==> config.mk <==
export PLATFORM = sky130hd
export DESIGN_NAME = bin_to_bcd_seq
export DESIGN_NICKNAME = d
export VERILOG_FILES = /design/src/rtl/bin_to_bcd_seq.sv
export SDC_FILE = /design/constraint.sdc
export NUM_CORES = 1
export LEC_CHECK = 0
export BUFFER_PORTS_ARGS = -buffer_cell sky130_fd_sc_hd__buf_2
export CAP_MARGIN = 30
export CORE_AREA = 2 2 60 62
export CTS_BUF_LIST = sky130_fd_sc_hd__clkbuf_4
export DETAILED_ROUTE_END_ITERATION = 8
export DIE_AREA = 0 0 62 64
export MAX_ROUTING_LAYER = met4
export PLACE_DENSITY = 0.79
export REMOVE_ABC_BUFFERS = 1
export SETUP_SLACK_MARGIN = 0.2
export SYNTH_ARGS = -nofsm -noshare
export SYNTH_HDL_FRONTEND = slang
export SYNTH_SLANG_ARGS = --single-unit
==> constraint.sdc <==
create_clock -name clk -period 1.6 [get_ports clk]
set_input_delay 0.48 -clock clk [delete_from_list [all_inputs] [get_ports clk]]
set_output_delay 0.48 -clock clk [all_outputs]
set_load 0.05 [all_outputs]
==> src/rtl/bin_to_bcd_seq.sv <==
// Iterative binary-to-BCD converter (shift-and-add-3), one iteration per clock.
// Ports: clk, rst (async high), start, bin_in[WIDTH], busy, done, bcd_out[4*DIGITS], neg.
// Optional two's-complement input via macro BIN_TO_BCD_SIGNED_EN (neg tied 0 otherwise).
module bin_to_bcd_seq #(
  parameter int WIDTH  = 8,
  parameter int DIGITS = 3
) (
  input  logic                  clk,
  input  logic                  rst,
  input  logic                  start,
  input  logic [WIDTH-1:0]      bin_in,
  output logic                  busy,
  output logic                  done,
  output logic [4*DIGITS-1:0]   bcd_out,
  output logic                  neg
);

  localparam int SW = 4*DIGITS + WIDTH;
  localparam int CW = $clog2(WIDTH + 1);

  typedef enum logic {IDLE, CONV} state_t;

  state_t           state;
  logic [SW-1:0]    sr;
  logic [SW-1:0]    sr_adj;
  logic [SW-1:0]    sr_nx;
  logic [CW-1:0]    cnt;
  logic [WIDTH-1:0] load;

`ifdef BIN_TO_BCD_SIGNED_EN
  logic sgn;
  // Magnitude as WIDTH-bit unsigned: the most negative value maps onto itself.
  assign load = bin_in[WIDTH-1] ? WIDTH'(-bin_in) : bin_in;
`else
  assign load = bin_in;
  assign neg  = 1'b0;
`endif

  // Add 3 to each digit >= 5 independently, then shift the whole register.
  always_comb begin
    sr_adj = sr;
    for (int d = 0; d < DIGITS; d++) begin
      if (sr[WIDTH+4*d +: 4] >= 4'd5)
        sr_adj[WIDTH+4*d +: 4] = sr[WIDTH+4*d +: 4] + 4'd3;
    end
    sr_nx = sr_adj << 1;
  end

  always_ff @(posedge clk or posedge rst) begin
    if (rst) begin
      state   <= IDLE;
      sr      <= '0;
      cnt     <= '0;
      busy    <= 1'b0;
      done    <= 1'b0;
      bcd_out <= '0;
`ifdef BIN_TO_BCD_SIGNED_EN
      sgn     <= 1'b0;
      neg     <= 1'b0;
`endif
    end else begin
      done <= 1'b0;
      unique case (state)
        IDLE: begin
          if (start) begin
            sr    <= {{(4*DIGITS){1'b0}}, load};
            cnt   <= CW'(WIDTH);
            busy  <= 1'b1;
            state <= CONV;
`ifdef BIN_TO_BCD_SIGNED_EN
            sgn   <= bin_in[WIDTH-1];
`endif
          end
        end
        CONV: begin
          sr  <= sr_nx;
          cnt <= cnt - CW'(1);
          if (cnt == CW'(1)) begin
            bcd_out <= sr_nx[SW-1:WIDTH];
            done    <= 1'b1;
            busy    <= 1'b0;
            state   <= IDLE;
`ifdef BIN_TO_BCD_SIGNED_EN
            neg     <= sgn;
`endif
          end
        end
        default: state <= IDLE;
      endcase
    end
  end

endmodule
=== After elaboration in Yosys (flattened, before gate mapping) ===
Index checks and enable logic that the tools add are counted.

* Bits in registers: 39
* Bits of input ports: 11
* Output and inout bits: 15
* Logic and storage cells: 34

* Add/subtract/negate cells: 4
* Magnitude comparators: 3
* Eq/ne operators: 3
* Muxes and demuxes: 15
* Bitwise logic cells: 1
* Reductions and logical operators: 2

{| class="wikitable"
|+ Operator list
! kind !! count
|-
| $pmux W20 S2 || 1
|-
| $mux W20 || 1
|-
| $ge A4 B3 Y1 const B || 3
|-
| $mux W4 || 3
|-
| $add A4 B2 Y4 const B || 2
|-
| $pmux W4 S2 || 1
|-
| $mux W1 || 6
|-
| $eq A4 B1 Y1 const B || 1
|-
| $pmux W1 S2 || 2
|-
| $reduce_and A2 Y1 || 2
|-
| $sub A4 B1 Y4 const B || 1
|-
| $add A3 B2 Y3 const B || 1
|-
| $mux W3 || 1
|-
| $ne A2 B1 Y1 const B || 1
|-
| $ne A2 B2 Y1 const B || 1
|-
| $not A1 Y1 || 1
|}

=== Logic depth before layout (Yosys ltp) ===
Gate-level depths: netlist of run 1.

* Depth in word-level cells: 3
* Mapped depth: 7
* Mapped depth without buffers: 6

=== Least setup slack after synthesis of run 1 ===
OpenSTA, ideal clock, no wires.

* Path type: reg-to-reg
* Start point: reg sr[12]
* End point: reg sr[14]
* Setup time: 0.082 ns
* Data arrival time: 1.395 ns
* Required time: 1.518 ns
* Slack: 0.122 ns
* Cell stages (with the launch flop): 6
* Buffers on the path: 0
* Period minus slack after synthesis: 1.478 ns
* Path through: dfrtp_1 > ha_1 > nand2b_1 > a21oi_2 > mux2_2 > o22ai_1

* Word-level cells in the longest chain between the ends: 3
* Elaborated cells between the ends (all ways): 4
* Those cells by class: add/sub (1); order compare (1); mux (2)

{| class="wikitable"
|+ Ends and longest elaborated chain
! item !! RTL line !! RTL
|-
| from (decl) || 24 || <nowiki>logic [SW-1:0] sr;</nowiki>
|-
| from (signal assigned) || 66 || <nowiki>sr <= {{(4*DIGITS){1'b0}}, load};</nowiki>
|-
| from (signal assigned) || 76 || <nowiki>sr <= sr_nx;</nowiki>
|-
| $add A4 B2 Y4 or $ge A4 B3 Y1 (tied branches) || 44, 43 ||
|-
| $mux W4 (*) || 43 || <nowiki>if (sr[WIDTH+4*d +: 4] >= 4'd5)</nowiki>
|-
| $pmux W20 S2 (*) || 63 || <nowiki>unique case (state)</nowiki>
|}

Every way passes the cells marked *; elsewhere a longest branch is shown, timed or not.
A chain may end at the register's enable or synchronous reset.

=== Worst setup path after layout of run 1 ===
* Start point: reg sr[12]
* End point: reg bcd_out[5]

* Word-level cells in the longest chain between the ends: 2
* Elaborated cells between the ends (all ways): 3
* Those cells by class: add/sub (1); order compare (1); mux (1)

{| class="wikitable"
|+ Ends and longest elaborated chain
! item !! RTL line !! RTL
|-
| $add A4 B2 Y4 or $ge A4 B3 Y1 (tied branches) || 44, 43 ||
|-
| $mux W4 (*) || 43 ||
|-
| to (signal assigned) || 79 || <nowiki>bcd_out <= sr_nx[SW-1:WIDTH];</nowiki>
|-
| to (decl) || 14 || <nowiki>output logic [4*DIGITS-1:0] bcd_out,</nowiki>
|}

Marks and branches as above.

==> impl_metrics.ini, run 1 <==
[global_route]
grt_use_met1 = 0.298
grtUsageMet2 = 0.417
grt_first_pass_wirelength_um = 7170
grt_pass1_vias = 1532
grt_use_met3 = 0.0607
grt_usage = 0.254
antenna_found_initial = 0
grt_start_max_net_pins = 40
grt-ovfl-total = 0
busiest_layer = met2

[synthesis]
mappedNetlistArea_um2 = 1890
synth_top_family_by_area = compound AO/OA/AOI/OAI gates
avgSynthCellArea_um2 = 10.5
yosysWarnings = 0
synth_xor_area_frac = 0.0139
synth_cell_types = 33
synth-seq-cells = 39
synthMuxAreaShare = 0.0969
synth_top_area_frac = 0.518
yosys.area_share.adder = 0.0531
syn_inst = 180
synthSimpleGateAreaFrac = 0.123
synth_area_leader_cell = dfrtp_1
seq_area_frac_synth = 0.518
synth-compound-area-share = 0.135
yosys-top-cells-area = dfrtp_1, nand2_1, ha_1

[layout]
finalNetCount = 250
finalNonFillerCells = 278
mostFrequentLayoutCells = dfrtp_1, buf_4, nand2_1
final_area_um2 = 2540
diodes = 0
areaGrowthSynthToFinish_pct = 34.7
mostFrequentLayoutCell = dfrtp_1
drive_gt1_frac = 0.435

[clock_tree]
clk_pin_slew_worst_paths_ns = 0.11
ctsHoldBuffers = 0
clockBufferDepth = 2
cts_buffers = 5
cts_sinks = 39
clockRootBuffer = clkbuf_4
h-tree-depth = 2
clkLatencyLatePin_ns = 0.36
cts_tree = built

[placement]
hpwlAfterDp_um = 2620
gp_congestion = 0.779
dp_cells = 246
port_buffers = 24
dpl_cell_area_um2 = 2040

[routing]
dr.first_iter.drc_count = 89
routed_wl_um = 4550
wl_per_cell_um = 16.4
dr.pass1.iters = 4
vias = 1524
antenna_left = 0
drc_errors = 0
viasPerCell = 5.48

[pwr]
peakVddDrop_uv = 1040
switching_share = 0.443
clock_power_share = 0.086
p_int_uw = 3350
combinationalPowerShare = 0.604
seqPwrFrac = 0.309
power_leakage_uw = 0.00120
power.density_nw_per_um2 = 2370
finalPower_uw = 6020
switching_power_uw = 2670

[die]
core.rowCount = 21
dieArea_um2 = 3970
initial_core_util = 0.574
die_w_um = 62
die_h_um = 64
ioPinCount = 26
core_area_um2 = 3280

[min_path]
hold_class = in2async

[timing]
finClkSkew_ns = 0.00555
tns_ns = 0
hold_viol_final = 0
rsz0062_at_grt = true
clock.fmax_ghz = 0.663
fin_crit_ns = 1.51
timing.final.crit_share = 0.943
maxSlewViolCount = 0
setup_viol = 0

[worst_setup_path]
max_stage_delay_ns = 0.46
cpLargestDelayFamily = flip-flops
worstSetupStartpointType = register
cp.required_ns = 1.86
cpMaxStageDelayCell = dfrtp_1
path_buf_inv = 1
worstSetupEndpointType = register
critical_path.cell_chain = ha_4 -> nand2b_4 -> a21oi_4 -> buf_6 -> xnor2_2 -> mux2_2
crit_path_max_fanout = 3
worstPathArrival_ns = 1.77
critPathKind = reg2reg

[flow_run]
drv_cap = 0

[run_status]
status = finished, final reports clean
-- cell families after synthesis --
group / after synthesis
flops: 39
compound gates: 42
xor+xnor: 3
simple gates: 49
mux: 16
buf+inv: 22
other cells: 1
fa+ha+maj: 8
-- cell type report --
class / count / area [um2]
Fill cell: 209 / 744
Sequential cell: 39 / 976
Multi-Input combinational cell: 119 / 955
Clock inverter: 1 / 5.00
Clock buffer: 7 / 52.6
Timing Repair Buffer: 53 / 429
Inverter: 13 / 65.1
Tap cell: 46 / 57.6
-- power by group through the flow --
stage / Combinational [uW] / Sequential (uW) / Clock, uW
2_1_floorplan: 1320 / 2310 / 0
3_3_place_gp: 2330 / 1740 / 0
3_5_place_dp: 2480 / 1780 / 0
4_1_cts: 3190 / 1820 / 534
5_1_grt: 3900 / 1920 / 573
6_report: 3640 / 1860 / 520
-- registers in the layout (all words and copies together) (netlist names) --
signal / flops
sr: 20
state: 1
busy: 1
done: 1
bcd_out: 12
cnt: 4
-- per-stage QoR --
step	utilization	setup slack (ns)	hold WS, ns
2_1_floorplan	-	-0.0935	0.449
3_3_place_gp	0.621	0.0977	0.463
3_5_place_dp	0.621	-0.0449	0.472
4_1_cts	0.726	0.124	0.235
5_1_grt	0.773	0.0481	0.261
6_report	0.773	0.0909	0.223
-- cells in the mapped netlist --
cell      count
inv_1        12
a22o_1        1
ha_1          8
nand2b_1      3
clkbuf_1      1
buf_8         1
o22a_1        1
conb_1        1
mux2_4        4
nor2_2        2
nor3_1        3
nand3_4       1
a21o_2        1
o21ai_0      13
inv_4         1
o21ai_1       3
mux2_2        2
a31oi_1       2
mux2i_1      10
a21oi_1       7
xnor2_1       3
o31ai_1       1
o22ai_1       7
nor2_1        8
a21oi_2       3
buf_2         3
buf_4         3
dfrtp_1      39
nor3b_1       4
nand2_1      27
a21o_1        3
buf_1         1
or3_1         1
-- worst reg2reg max path, cell delays in order, from the launching register on --
cell,delay [ns]
dfrtp_1,0.46
ha_4,0.18
nand2b_4,0.15
a21oi_4,0.17
buf_6,0.13
xnor2_2,0.07
mux2_2,0.26
-- per-layer routing --
layer	vias up	wire length (um)
li1	713	-
met1	753	1800
met2	45	2450
met3	13	212
met4	0	89
met5	-	0
-- worst paths after layout --
check	cells after the start	slack, ns	from	to
max	6	0.09	sr[12]$_DFFE_PP0P_	bcd_out[5]$_DFFE_PP0P_
min	3	0.22	rst	sr[4]$_DFFE_PP0P_
max reg2reg	6	0.09	sr[12]$_DFFE_PP0P_	bcd_out[5]$_DFFE_PP0P_
min reg2reg	2	0.50	sr[6]$_DFFE_PP0P_	sr[7]$_DFFE_PP0P_
max in group asynchronous	3	1.04	rst	sr[9]$_DFFE_PP0P_
min in group clk	3	0.38	bin_in[0]	sr[0]$_DFFE_PP0P_
-- repair_timing --
action | in CTS | in global routing
pin swaps | 5 | 7
gates resized for setup | 53 | 14
setup endpoints to repair | 29 | 30
setup buffers | 11 | 13
(Power assumes the default switching activity.)
==> run 2, diff against run 1 <==
Settings changed: GPL_TIMING_DRIVEN set to 0, RECOVER_POWER set to 50.
==> run 2 against run 1 <==
Effect of this change: register-to-register slack about the same; highest routed layer unchanged; count of clock-buffer cells in the layout decreased by 1; total power increased by 9.1%; combinational power increased by 4%; largest power group unchanged; first-iteration DRC count increased by 19%; routed wire length increased by 14%; maximum frequency decreased by 0.55%.
==> impl_metrics.ini, run 2 (synthesis results as in run 1) <==
[run_status]
status = finished, final reports clean

[worst_setup_path]
worstSetupEndpointType = register
crit_path_max_fanout = 3
cp.required_ns = 1.88
crit_end = sr[14]$_DFFE_PP0P_
r2r-start = sr[12]$_DFFE_PP0P_
critPathKind = reg2reg
worstRegToRegCells = 5
worstPathArrival_ns = 1.80
worstSetupStartpointType = register
reg2reg_slack_ns = 0.08
reg2reg_to = sr[14]$_DFFE_PP0P_
cp-startpoint = sr[12]$_DFFE_PP0P_

[die]
ioPinCount = 26
dieArea_um2 = 3970
core.rowCount = 21
initial_core_util = 0.574
die_w_um = 62
core_area_um2 = 3280
die_h_um = 64

[clock_tree]
clockBufferDepth = 2
clockRootBuffer = clkbuf_4
h-tree-depth = 2
cts_tree = built
ctsHoldBuffers = 0
cts_buffers = 5
clkLatencyLatePin_ns = 0.36
cts_sinks = 39
clk_pin_slew_worst_paths_ns = 0.12

[routing]
drc_errors = 0
viasPerCell = 5.81
routed_wl_um = 5190
routed.top_layer = met4
vias = 1633
wl_met3_um = 388
dr_wl_met2_um = 2510
dr.first_iter.drc_count = 106
dr.pass1.iters = 4
wl_per_cell_um = 18.5
antenna_left = 0
wl_met1_um = 2090

[layout]
largest_register_ffs = 20
drive_gt1_frac = 0.451
final_util = 0.798
mostFrequentLayoutCell = dfrtp_1
mostFrequentLayoutCells = dfrtp_1, buf_4, nand2_1
finalNonFillerCells = 281
final_area_um2 = 2620
diodes = 0
finalNetCount = 253
areaGrowthSynthToFinish_pct = 39.0
top_regs = sr (20), bcd_out (12), cnt (4)
top_register = sr

[timing]
timing.final.crit_share = 0.948
finClkSkew_ns = 0.00778
tns_ns = 0
relSlewSlack = 0.472
fin_crit_ns = 1.52
clock.fmax_ghz = 0.659
rsz0062_at_grt = true
hold_viol_final = 0
setup_viol = 0
tightest_slew_ns = 0.791
maxSlewViolCount = 0

[global_route]
grt_usage = 0.275
grt_pass1_vias = 1579
antenna_found_initial = 0
grt_start_max_net_pins = 21
grt_first_pass_wirelength_um = 7660
grt-ovfl-total = 0

[placement]
dpl_cell_area_um2 = 2030
dp_cells = 242
hpwlAfterDp_um = 2540
port_buffers = 24
gp_congestion = 0.752

[pwr]
power_leakage_uw = 0.00123
power.density_nw_per_um2 = 2510
finalPower_uw = 6570
peakVddDrop_uv = 1160

[min_path]
hold_class = in2async

[flow_run]
drv_cap = 0
## run 2: cell count changes in the layout (fill, tap and decap cells not counted), moves of 2 or more
cell	previous run	this run
dfrtp_1	39	37
xnor2_2	3	1
clkbuf_2	0	3
bufinv_16	0	2
## run 2: critical path: stages (launching register included)
cell and delay, ns:
dfrtp_2 0.48, ha_4 0.18, nand2b_4 0.15, a21oi_4 0.15
mux2_4 0.34, o22ai_2 0.14
## run 2: worst min-delay path by stage
stage / endpoint / slack [ns] / cells past startpoint
3_5_place_dp: bcd_out[7]$_DFFE_PP0P_ / 0.47 / 2
3_3_place_gp: bcd_out[7]$_DFFE_PP0P_ / 0.46 / 2
2_1_floorplan: sr[1]$_DFFE_PP0P_ / 0.45 / 2
5_1_grt: state$_DFF_PP0_ / 0.27 / 2
4_1_cts: sr[4]$_DFFE_PP0P_ / 0.29 / 2
6_report: sr[4]$_DFFE_PP0P_ / 0.25 / 2
## run 2: stage by stage
step                      hold slack, ns  setup WS, ns
after floorplan                    0.449       -0.0935
after global placement             0.457        -0.456
after detailed placement           0.472        -0.504
after CTS                          0.288         0.140
after global routing               0.271        0.0408
final                              0.248        0.0825
## run 2: cell type report
class	instances	area, um2
clock buffers	6	45.0
clock inverters	2	60.1
fillers	193	664
inverters	13	62.6
multi-input cells	119	967
flip-flops and latches	39	981
well taps	46	57.6
repair buffers	56	447
## run 2: what timing repair did
item                       in CTS  in global routing
buffers inserted               19                 12
setup endpoints to repair      51                 35
pin swaps                       6                  5
resized for setup              60                 12
## run 2: power by group
group | leakage [uW] | switching [uW] | internal, uW
Combinational | 0.000688 | 1980 | 1800
Clock | 0.0000559 | 346 | 504
Sequential | 0.000489 | 503 | 1430
## run 2: layer usage
layer | up-vias | track usage
met3 | 18 | 0.0729
met4 | 0 | 0.0984
met1 | 802 | 0.358
met5 | - | -
met2 | 98 | 0.411
li1 | 715 | -
==> run 3, diff against run 2 <==
Settings changed: CORE_AREA 2 2 60 62 to 2 2 72 74, DIE_AREA 0 0 62 64 to 0 0 74 76, PLACE_DENSITY 0.79 to not set.
==> run 3 against run 2 <==
Effect of this change: count of clock-buffer cells in the layout did not move; clock power fell by 45%; total power fell by 12%; sequential share of layout area rose by 1.1 points; clock skew fell by 0.0033 ns; combinational power fell by 9.5%; maximum frequency rose by 2.3%; core utilization fell by 28 points; hold slack improved by 0.061 ns; critical path type unchanged; largest cell class unchanged; largest power group unchanged.
==> impl_metrics.ini, run 3 (synthesis results as in run 1) <==
[die]
core_area_um2 = 4910
initial_core_util = 0.384
die_h_um = 76
die_w_um = 74
dieArea_um2 = 5620
ioPinCount = 26
core.rowCount = 26

[timing]
maxSlewViolCount = 0
setup_viol = 0
setup_slack_ns = 0.117
rsz0062_at_grt = true
tightest_slew_ns = 0.829
finClkSkew_ns = 0.00450
relSlewSlack = 0.447
hold_viol_final = 0
timing.final.crit_share = 0.927
tns_ns = 0
clock.fmax_ghz = 0.674
fin_crit_ns = 1.48
holdWs_ns = 0.309

[routing]
drc_errors = 0
wl_per_cell_um = 12.9
dr.pass1.iters = 4
routed_wl_um = 3860
vias = 1408
antenna_left = 0
viasPerCell = 4.72
dr.first_iter.drc_count = 78

[worst_setup_path]
critPathKind = reg2reg
critical_path.cell_chain = inv_2 -> ha_2 -> nand2b_4 -> a21oi_4 -> buf_6 -> xnor2_2 -> mux2_4
worstSetupEndpointType = register
worstPathArrival_ns = 1.71
reg2reg_slack_ns = 0.12
cpLargestDelayFamily = flip-flops
worstSetupStartpointType = register
cpMaxStageDelayCell = dfrtp_1
crit_path_max_fanout = 3
path_buf_inv = 2
cp.required_ns = 1.82
max_stage_delay_ns = 0.41

[pwr]
peakVddDrop_uv = 985
power_leakage_uw = 0.00118
finalPower_uw = 5750
power.density_nw_per_um2 = 2270

[clock_tree]
clockBufferDepth = 2
clkLatencyLatePin_ns = 0.32
cts_sinks = 39
clockRootBuffer = clkbuf_4
ctsHoldBuffers = 0
cts_tree = built
clk_pin_slew_worst_paths_ns = 0.11
cts_buffers = 5
h-tree-depth = 2

[placement]
port_buffers = 24
dpl_cell_area_um2 = 2060
hpwlAfterDp_um = 2270
gp_congestion = 0.734
dpl_worst_slack_ns = 0.0133

[run_status]
status = finished, final reports clean

[layout]
drive_gt1_frac = 0.412
top_regs = sr (20), bcd_out (12), cnt (4)
areaGrowthSynthToFinish_pct = 34.6
mostFrequentLayoutCells = dfrtp_1, nand2_1, buf_4
finalNetCount = 248
top_register = sr
final_area_um2 = 2540
diodes = 0
mostFrequentLayoutCell = dfrtp_1
largest_register_ffs = 20

[flow_run]
drv_cap = 0

[global_route]
grt_first_pass_wirelength_um = 6350
grt_start_max_net_pins = 40
grt_usage = 0.149
antenna_found_initial = 0
grt-ovfl-total = 0
grt_pass1_vias = 1341

[min_path]
hold_class = in2async
[run 3: worst paths after layout]
path | cells past startpoint | from | end
worst max-delay path | 7 | sr[13]$_DFFE_PP0P_ | bcd_out[5]$_DFFE_PP0P_
worst min-delay path | 2 | rst | sr[19]$_DFFE_PP0P_
worst max register to register | 7 | sr[13]$_DFFE_PP0P_ | bcd_out[5]$_DFFE_PP0P_
worst min register to register | 2 | sr[0]$_DFFE_PP0P_ | sr[1]$_DFFE_PP0P_
max in group asynchronous | 2 | rst | state$_DFF_PP0_
min in group clk | 3 | bin_in[0] | sr[0]$_DFFE_PP0P_
[run 3: metal layers]
metal  wire length (um)  track usage  share of wire
met5                  0            -              0
met3                126       0.0370          0.033
met4                 21       0.0327         0.0054
met2               1880        0.224           0.49
met1               1830        0.204           0.47
[run 3: repair_timing]
action / CTS / global route
buffers inserted: 14 / 11
endpoints found under the setup margin: 28 / 32
gates resized for setup: 53 / 10
pin swaps: 7 / 3
gates cloned: 1 / 0
[run 3: report_power, final]
group	internal [uW]	switching, uW
sequential	1430	425
combinational	1700	1730
clock	174	297
[run 3: metrics by stage]
step	instances	utilization
5_1_grt	298	0.517
4_1_cts	287	0.491
6_report	298	0.517
3_5_place_dp	266	0.420
2_1_floorplan	171	-
3_3_place_gp	265	0.414
[run 3: layout make-up]
cell class                 instances  area [um2]
inverter                          13        60.1
multi-input combinational        119         935
sequential                        39         977
clock buffer                       6        45.0
fill                             437        2370
timing repair buffer              50         427
timing repair inverter             1        6.26
tap                               70        87.6
